<file path="src/rtl/ysyx_23060075_ifu.sv">
// ysyx_23060075_ifu: single-outstanding instruction fetch unit (PC, SRAM request, decode handoff).
// Define YSYX_23060075_IFU_TIMEOUT_EN to add a 1023-cycle fetch timeout that sets err_o and halts.
module ysyx_23060075_ifu #(
    parameter logic [31:0] RESET_PC = 32'h8000_0000
) (
    input  logic        clk,
    input  logic        rst,
    output logic [31:0] raddr_o,
    output logic        rvalid_o,
    input  logic [31:0] rdata_i,
    input  logic        rready_i,
    output logic [31:0] inst_o,
    output logic [31:0] inst_pc_o,
    output logic        out_valid_o,
    input  logic        out_ready_i,
    input  logic        pc_valid_i,
    input  logic [31:0] pc_next_i,
    output logic        err_o
);
    typedef enum logic [2:0] {IDLE, REQ, WAIT, HOLD, NEXT, HALT} state_e;
    state_e      state_q;
    logic [31:0] pc_q;
    logic [31:0] inst_q;
    logic [31:0] inst_pc_q;
    logic        rvalid_q;
    logic        out_valid_q;
`ifdef YSYX_23060075_IFU_TIMEOUT_EN
    logic [9:0]  cnt_q;
    logic        err_q;
    assign err_o = err_q;
`else
    assign err_o = 1'b0;
`endif
    assign raddr_o     = pc_q;
    assign rvalid_o    = rvalid_q;
    assign inst_o      = inst_q;
    assign inst_pc_o   = inst_pc_q;
    assign out_valid_o = out_valid_q;
    always_ff @(posedge clk) begin
        if (rst) begin
            state_q     <= IDLE;
            pc_q        <= RESET_PC;
            inst_q      <= '0;
            inst_pc_q   <= '0;
            rvalid_q    <= 1'b0;
            out_valid_q <= 1'b0;
`ifdef YSYX_23060075_IFU_TIMEOUT_EN
            cnt_q       <= '0;
            err_q       <= 1'b0;
`endif
        end else begin
            case (state_q)
                IDLE: begin
                    state_q  <= REQ;
                    rvalid_q <= 1'b1;
                end
                REQ: begin
                    state_q  <= WAIT;
                    rvalid_q <= 1'b0;
`ifdef YSYX_23060075_IFU_TIMEOUT_EN
                    cnt_q    <= '0;
`endif
                end
                WAIT: begin
                    if (rready_i) begin
                        inst_q      <= rdata_i;
                        inst_pc_q   <= pc_q;
                        out_valid_q <= 1'b1;
                        state_q     <= HOLD;
                    end
`ifdef YSYX_23060075_IFU_TIMEOUT_EN
                    // this WAIT cycle brings the count to 1023
                    else if (cnt_q == 10'd1022) begin
                        err_q   <= 1'b1;
                        state_q <= HALT;
                    end else begin
                        cnt_q <= cnt_q + 10'd1;
                    end
`endif
                end
                HOLD: begin
                    if (out_ready_i) begin
                        out_valid_q <= 1'b0;
                        state_q     <= NEXT;
                    end
                end
                NEXT: begin
                    if (pc_valid_i) begin
                        pc_q     <= pc_next_i;
                        rvalid_q <= 1'b1;
                        state_q  <= REQ;
                    end
                end
                default: ;
            endcase
        end
    end
endmodule

</file>
<file path="config.mk">
export PLATFORM = sky130hd
export DESIGN_NAME = ysyx_23060075_ifu
export DESIGN_NICKNAME = d
export VERILOG_FILES = /design/src/rtl/ysyx_23060075_ifu.sv
export SDC_FILE = /design/constraint.sdc
export NUM_CORES = 1
export LEC_CHECK = 0
export ABC_AREA = 1
export CAP_MARGIN = 20
export CELL_PAD_IN_SITES_DETAIL_PLACEMENT = 0
export CELL_PAD_IN_SITES_GLOBAL_PLACEMENT = 2
export CORE_MARGIN = 2
export CORE_UTILIZATION = 22
export CTS_BUF_LIST = sky130_fd_sc_hd__clkbuf_8
export DETAILED_ROUTE_END_ITERATION = 8
export GPL_ROUTABILITY_DRIVEN = 0
export PLACE_DENSITY_LB_ADDON = 0.1
export SLEW_MARGIN = 10
export SYNTH_ARGS = -nofsm -noshare
export SYNTH_HDL_FRONTEND = slang
export SYNTH_SLANG_ARGS = --single-unit
</file>
<file path="constraint.sdc">
create_clock -name clk -period 1.5 [get_ports clk]
set_input_delay 0.15 -clock clk [delete_from_list [all_inputs] [get_ports clk]]
set_output_delay 0.15 -clock clk [all_outputs]
set_load 0.01 [all_outputs]
</file>
== Yosys cells after proc, flatten, opt, wreduce, memory -nomap -nowiden ==
Cells that the tools add are included.
Storage, ports and cells
  output and inout port bits: 99
  flip-flop bits (word level): 101
  input port bits: 69
  logic and storage cells: 31
Operators by class
  mux-type cells: 9
  equality and inequality tests: 7
  reduce and logical (&&, ||, !) cells: 9
Operator list (count)
  3-bit case mux with 5 select lines: 1
  3-bit two-way mux: 3
  3-bit by 2-bit equality test with 1-bit output, second input constant: 2
  2-bit != test, second input constant: 3
  2-bit AND reduction: 3
  5-bit nonzero test: 1
  4-bit AND reduction: 1
  3-bit by 1-bit equality test with 1-bit output, second input constant: 1
  3-bit equality test, second input constant: 1
  3-bit logical NOT: 1
  1-bit two-way mux: 3
  1-bit case mux with 3 select lines: 1
  3-bit AND reduction: 1
  3-bit nonzero test: 1
  1-bit case mux with 2 select lines: 1
  2-bit nonzero test: 1

== Longest topological paths before layout ==
Gate-level depths: netlist of run 1.
  depth in word-level cells: 3
  mapped depth: 8
  depth with buffers taken out: 7

== Worst setup path after synthesis of run 1 ==
Ideal clock, no wire load.
  path kind: reg2reg
  start: register state_q[1]
  end: register inst_pc_q[21], in the netlist inst_pc_o[21]
  library setup time: 0.119 ns
  cell stages (with the launch flop): 8
  data required time: 1.381 ns
  buffers on the path: 2
  path slack: 0.304 ns
  period minus slack after synthesis: 1.196 ns
  arrival: 1.077 ns
  cells stage by stage: dfxtp_1 -> inv_2 -> nor2_2 -> nand2_2 -> nor2_4 -> buf_6 -> buf_2 -> a21oi_1
Between the ends
  word-level cells in the longest chain between the ends: 2
Ends and longest elaborated chain
  start, declared: RTL line 21  | state_e state_q;
  start signal, assigned: RTL line 41  | state_q <= IDLE;
  start signal, assigned: RTL line 54  | state_q <= REQ;
  start signal, assigned: RTL line 58  | state_q <= WAIT;
  3-bit by 2-bit equality test with 1-bit output: RTL line 52  | case (state_q)
  2-bit AND reduction (no source line)
  end signal, assigned: RTL line 67  | inst_pc_q <= pc_q;
  end, declared: RTL line 24  | logic [31:0] inst_pc_q;
Every way passes these cells.
A chain may end at the register's enable or synchronous reset.

== Worst setup path in the final report of run 1 ==
  start: register pc_q[4], in the netlist raddr_o[4]
  end: output raddr_o[4]
RTL lines
  start, declared: RTL line 22  | logic [31:0] pc_q;
  start signal, assigned: RTL line 89  | pc_q <= pc_next_i;
  end, declared: RTL line 8  | output logic [31:0] raddr_o,
No word-level cell between the ends.

==> impl_metrics.tcl, run 1 <==
set metrics [dict create \
    syn_nets 506 \
    finalMaxSlewViolations 0 \
    reg2reg_slack_ns 0.14 \
    vias 3329 \
    cp.depth 1 \
    cts_tree "built" \
    hold_path.class "primary input to flop" \
    die_h_um 130.9 \
    syn_to_final_growth_pct 60.36 \
    netlist.top_cell.by_area "dfxtp_1" \
    vias_per_cell 4.075 \
    r2r-start "state_q[1]" \
    grt_pass1_wl_um 16970 \
    syn_inst 437 \
    cp.arrival_ns 1.30 \
    drive_gt1_frac 0.05824 \
    finClkSkew_ns 0.008029 \
    antenna_found_initial 0 \
    period_needed_ns 1.446 \
    synth_top_area_frac 0.5704 \
    cts_resized 2 \
    drt_iter0_drc 112 \
    drtAntennaViolNets 0 \
    numCtsBuffers 9 \
    grt_max_degree 47 \
    synth_cell_types 21 \
    internal_power_mw 4.735 \
    hold_viol_final 0 \
    dp_hpwl_um 7667 \
    finalSetupViolCount 0 \
    cpPeakStageDelay_ns 0.57 \
    grt_overflow 0 \
    synthFlopType "dfxtp_1" \
    clkTransAtPathRegs_ns 0.10 \
    endpoint "raddr_o[4]" \
    path_class "flop to output pin" \
    firstDrtPassIters 6 \
    yosysMostFrequentCell "dfxtp_1" \
    htree_levels 3 \
    p_leak_nw 2.368 \
    final_util 0.3591 \
    die_w_um 130.9 \
    path_max_fanout 3 \
    post-place-ws_ns 0.04311 \
    fin_crit_sh 0.9638 \
    postCtsSetupBuffers 0 \
    ys_warn_count 0 \
    drt-total-wl_um 11120 \
    finalWorstSetupSlack_ns 0.05424 \
    final.setup.tns_ns 0 \
    ys_seq_area_frac 0.5704 \
    crit_start "raddr_o[4]" \
    p_clk_frac 0.266 \
    portBuffers 166 \
    ir_worst_vdd_mv 0.5706 \
    status "finished clean" \
    hold_ws_ns 0.3163 \
    dieArea_sq_um 17140 \
    power.switching_mw 1.963 \
    endpoint_kind "output pin" \
    clock-sinks 101 \
    synth_common_cells "dfxtp_1, nor2_1, o21ai_0, a21oi_1, nand2_1" \
    cp_cell_sequence "clkdlybuf4s50_1" \
    power.total_mw 6.698 \
    fmax_mhz 691.7 \
    start_util 0.2240 \
    fillCellCount 1649 \
    cts_max_path_buffers 2 \
    crit_slowest_cell "clkdlybuf4s50_1" \
    cp_top_family "buffers and inverters" \
    nets 665 \
    postSynthRegisterBits 101 \
    drcViolationCount 0 \
    holdBufCountCts 0 \
    yosys-top-cells-area "dfxtp_1, o21ai_0, nor2_1" \
    synth-edff-count 0 \
    synth.avg_cell_area_sq_um 8.111 \
    root_buffer "clkbuf_8" \
    netlist_area_sq_um 3545 \
    worstPathRequired_ns 1.35 \
    worstSkewPairLatency_ns 0.38 \
    drv_cap 0 \
    track_usage 0.1307 \
    pwr-share-comb 0.258 \
    crit_buf_inv 1 \
    swShare 0.2930 \
    grt_pass1_vias 3263 \
    seq_power_share 0.475 \
    core_area_sq_um 15830 \
    ff2ff_path_depth 8 \
    rsz0062_at_grt "true" \
    rows 46 \
    async_reset_ff_frac 0 \
    detail_route.wl_per_cell_um 13.61 \
    n_antenna_cell 0 \
    rr_endpoint "inst_o[8]" \
    ios 168 \
    startpoint_type "flop" \
    power_per_cell_area_nw_per_um2 1178 \
]
==> worst reg2reg max path, delay by kind of cell, from the launching register on <==
| family | cells | cell delay (ns) |
|---|---|---|
| flops | 1 | 0.39 |
| simple gates | 5 | 0.55 |
| buf+inv | 3 | 0.32 |
==> cell families (layout without fill, tap and decap cells) <==
family,Yosys count,in the layout,synth area share
other cells,1,1,0.001058
compound gates,137,137,0.1934
flops,101,101,0.5704
simple gates,141,141,0.1578
buf+inv,57,221,0.07730
==> per-layer routing <==
layer	share of wire	vias up	track usage	wire length [um]
li1	-	1727	-	-
met1	0.42	1495	0.1488	4668
met2	0.49	97	0.2252	5410
met3	0.081	10	0.05090	900
met4	0.013	0	0.04318	143
met5	0	-	0	0
==> stage by stage <==
step	instance area [sq um]	std cells
6_report	5684	817
4_1_cts	5655	817
5_1_grt	5684	817
2_1_floorplan	3545	437
3_3_place_gp	5456	801
3_5_place_dp	5456	801
==> state kept, by name, indices dropped and copies added, names as in the netlist <==
| signal | flops |
|---|---|
| raddr_o | 32 |
| state_q | 3 |
| inst_pc_o | 32 |
| inst_o | 32 |
| rvalid_o | 1 |
| out_valid_o | 1 |
==> placed cells by master, fill, tap and decap left out, drive strengths merged <==
cell | Yosys | routed
a21oi | 53 | 53
clkdlybuf4s50 | 0 | 153
dlygate4sd2 | 0 | 2
o21ai | 84 | 84
clkbuf | 15 | 10
nand4 | 1 | 1
nor2 | 98 | 98
dlymetal6s2s | 0 | 11
inv | 27 | 28
conb | 1 | 1
clkinv | 0 | 3
dfxtp | 101 | 101
bufinv | 0 | 1
nor3b | 1 | 1
nand2 | 36 | 36
nand3 | 5 | 5
clkinvlp | 0 | 1
buf | 15 | 12
==> power groups by stage <==
stage / Clock, mW / Combinational [mW] / Sequential [mW]
finish: 1.78 / 1.73 / 3.18
global route: 1.96 / 1.92 / 3.22
CTS: 1.88 / 1.77 / 3.19
detailed placement: 0 / 1.77 / 3.24
global placement: 0 / 1.76 / 3.24
floorplan: 0 / 0.636 / 3.37
==> worst min path at each step <==
stage / start / to / slack (ns) / cells after the start
finish: pc_next_i[11] / raddr_o[11] / 0.32 / 3
global route: pc_next_i[9] / raddr_o[9] / 0.32 / 3
CTS: pc_next_i[11] / raddr_o[11] / 0.30 / 3
detailed placement: rvalid_o / rvalid_o / 0.44 / 2
global placement: rvalid_o / rvalid_o / 0.44 / 2
floorplan: rst / raddr_o[0] / 0.22 / 1
==> final cells by class <==
class | instances | area (sq um) | share of cell area
sequential | 101 | 2023 | 0.3559
timing repair buffer | 178 | 1839 | 0.3236
multi-input combinational | 279 | 1249 | 0.2197
tap | 216 | 270.3 | 0.04755
clock buffer | 10 | 137.6 | 0.02421
inverter | 27 | 101.3 | 0.01783
clock inverter | 6 | 63.81 | 0.01123
Power figures use the tool's default switching activity.
==> inputs of run 2 (changes only) <==
--- a/config.mk
+++ b/config.mk
@@ -11,7 +11,6 @@
 export CELL_PAD_IN_SITES_GLOBAL_PLACEMENT = 2
 export CORE_MARGIN = 2
 export CORE_UTILIZATION = 22
-export CTS_BUF_LIST = sky130_fd_sc_hd__clkbuf_8
 export DETAILED_ROUTE_END_ITERATION = 8
 export GPL_ROUTABILITY_DRIVEN = 0
 export PLACE_DENSITY_LB_ADDON = 0.1
==> run 2 against run 1 <==
  * Largest power group unchanged
  * Routed wire length decreased by 0.32%
  * Cell area increased by 1.4%
  * Combinational power about the same
  * Setup slack improved by 0.014 ns
  * Critical path depth unchanged
==> impl_metrics.tcl, run 2 (synthesis gave the netlist of run 1 again) <==
set metrics [dict create \
    drive_gt1_frac 0.05657 \
    drt_iter0_drc 149 \
    cts_max_path_buffers 2 \
    grt_max_degree 47 \
    grt_pass1_vias 3280 \
    drt-total-wl_um 11090 \
    hold_viol_final 0 \
    vias 3334 \
    final_common_cell "clkdlybuf4s50_1" \
    stdcell_count 817 \
    path_class "flop to output pin" \
    path_max_fanout 3 \
    cpPeakStageDelay_ns 0.56 \
    cp_cell_sequence "clkdlybuf4s50_1" \
    reg2reg_slack_ns 0.14 \
    core_area_sq_um 15830 \
    final.setup.tns_ns 0 \
    holdBufCountCts 0 \
    p_leak_nw 2.223 \
    crit_buf_inv 1 \
    worstPathRequired_ns 1.35 \
    crit_start "raddr_o[2]" \
    drv_cap 0 \
    cp.depth 1 \
    htree_levels 3 \
    ios 168 \
    hold_depth 3 \
    finalMaxSlewViolations 0 \
    drcViolationCount 0 \
    portBuffers 166 \
    syn_to_final_growth_pct 62.55 \
    cp_top_family "buffers and inverters" \
    clock-sinks 101 \
    die_h_um 130.9 \
    detail_route.wl_per_cell_um 13.57 \
    fin_crit_sh 0.9542 \
    clkTransAtPathRegs_ns 0.07 \
    status "finished clean" \
    hold_ws_ns 0.3591 \
    drtAntennaViolNets 0 \
    hold_start "pc_next_i[5]" \
    root_buffer "clkbuf_16" \
    n_antenna_cell 0 \
    finalSetupViolCount 0 \
    rows 46 \
    hold_path.class "primary input to flop" \
    power_per_cell_area_nw_per_um2 1266 \
    mostFrequentLayoutCells "clkdlybuf4s50_1, dfxtp_1, nor2_1" \
    period_needed_ns 1.431 \
    nets 665 \
    postCtsSetupBuffers 0 \
    vias_per_cell 4.081 \
    start_util 0.2240 \
    numCtsBuffers 9 \
    worstSkewPairLatency_ns 0.35 \
    place_inst 801 \
    endpoint_kind "output pin" \
    firstDrtPassIters 4 \
    top_usage_layer "met2" \
    finClkSkew_ns 0.005768 \
    track_usage 0.1312 \
    die_w_um 130.9 \
    antenna_found_initial 0 \
    use_met1 0.1498 \
    use_met3 0.04723 \
    dieArea_sq_um 17140 \
    ir_worst_vdd_mv 0.5873 \
    cts_resized 0 \
    crit_slowest_cell "clkdlybuf4s50_1" \
    grt_util_met2 0.2249 \
    grt_overflow 0 \
    dp_hpwl_um 7667 \
    ff2ff_path_depth 7 \
    cp.arrival_ns 1.28 \
    fmax_mhz 698.6 \
    startpoint_type "flop" \
    cts_tree "built" \
    r2r-start "state_q[1]" \
    rsz0062_at_grt "false" \
    grt_pass1_wl_um 16990 \
]
run 2: cell types whose count changed in the layout (fill, tap and decap cells not counted), moves of 2 or more:
| cell | delta |
|---|---|
| clkdlybuf4s50_1 | +12 |
| dlymetal6s2s_1 | -10 |
| clkbuf_16 | +9 |
| clkbuf_8 | -9 |
| dlygate4sd2_1 | -2 |
run 2: final cells by class:
cell class	count	area (sq um)
inverter	27	101.3
tap	216	270.3
multi-input combinational	279	1249
clock inverter	5	60.06
fill	1638	10070
sequential	101	2022
clock buffer	11	242.7
timing repair buffer	178	1817
run 2: path summary, 6_finish.rpt:
| check | to |
|---|---|
| worst min register to register | rvalid_o |
| worst max-delay path | raddr_o[2] |
| worst max register to register | inst_pc_o[14] |
| worst min-delay path | raddr_o[5] |
run 2: per-stage QoR:
stage | utilization | instance area (sq um) | power [mW] | worst slack [ns]
finish | 0.3640 | 5762 | 7.293 | 0.06864
global placement | 0.3447 | 5456 | 5.007 | 0.06655
detailed placement | 0.3447 | 5456 | 5.011 | 0.04311
floorplan | - | 3545 | 4.008 | 0.3040
CTS | 0.3639 | 5759 | 7.442 | 0.04111
global route | 0.3640 | 5762 | 7.713 | 0.001763
run 2: layer usage:
metal  up-vias  routed length (um)
met5         -                   0
met4         0                 152
met3        12                 860
met2        96                5382
met1      1499                4691
li1       1727                   -
run 2: power breakdown:
part,internal (mW),switching (mW),leakage [nW]
logic,0.914,0.820,1.26
registers,3.01,0.173,0.819
clock network,1.34,1.03,0.146
run 2: tightest hold or removal path: cells and delay by family:
family          cells  cell delay [ns]
compound gates      1             0.05
buf+inv             1             0.39
simple gates        1             0.06
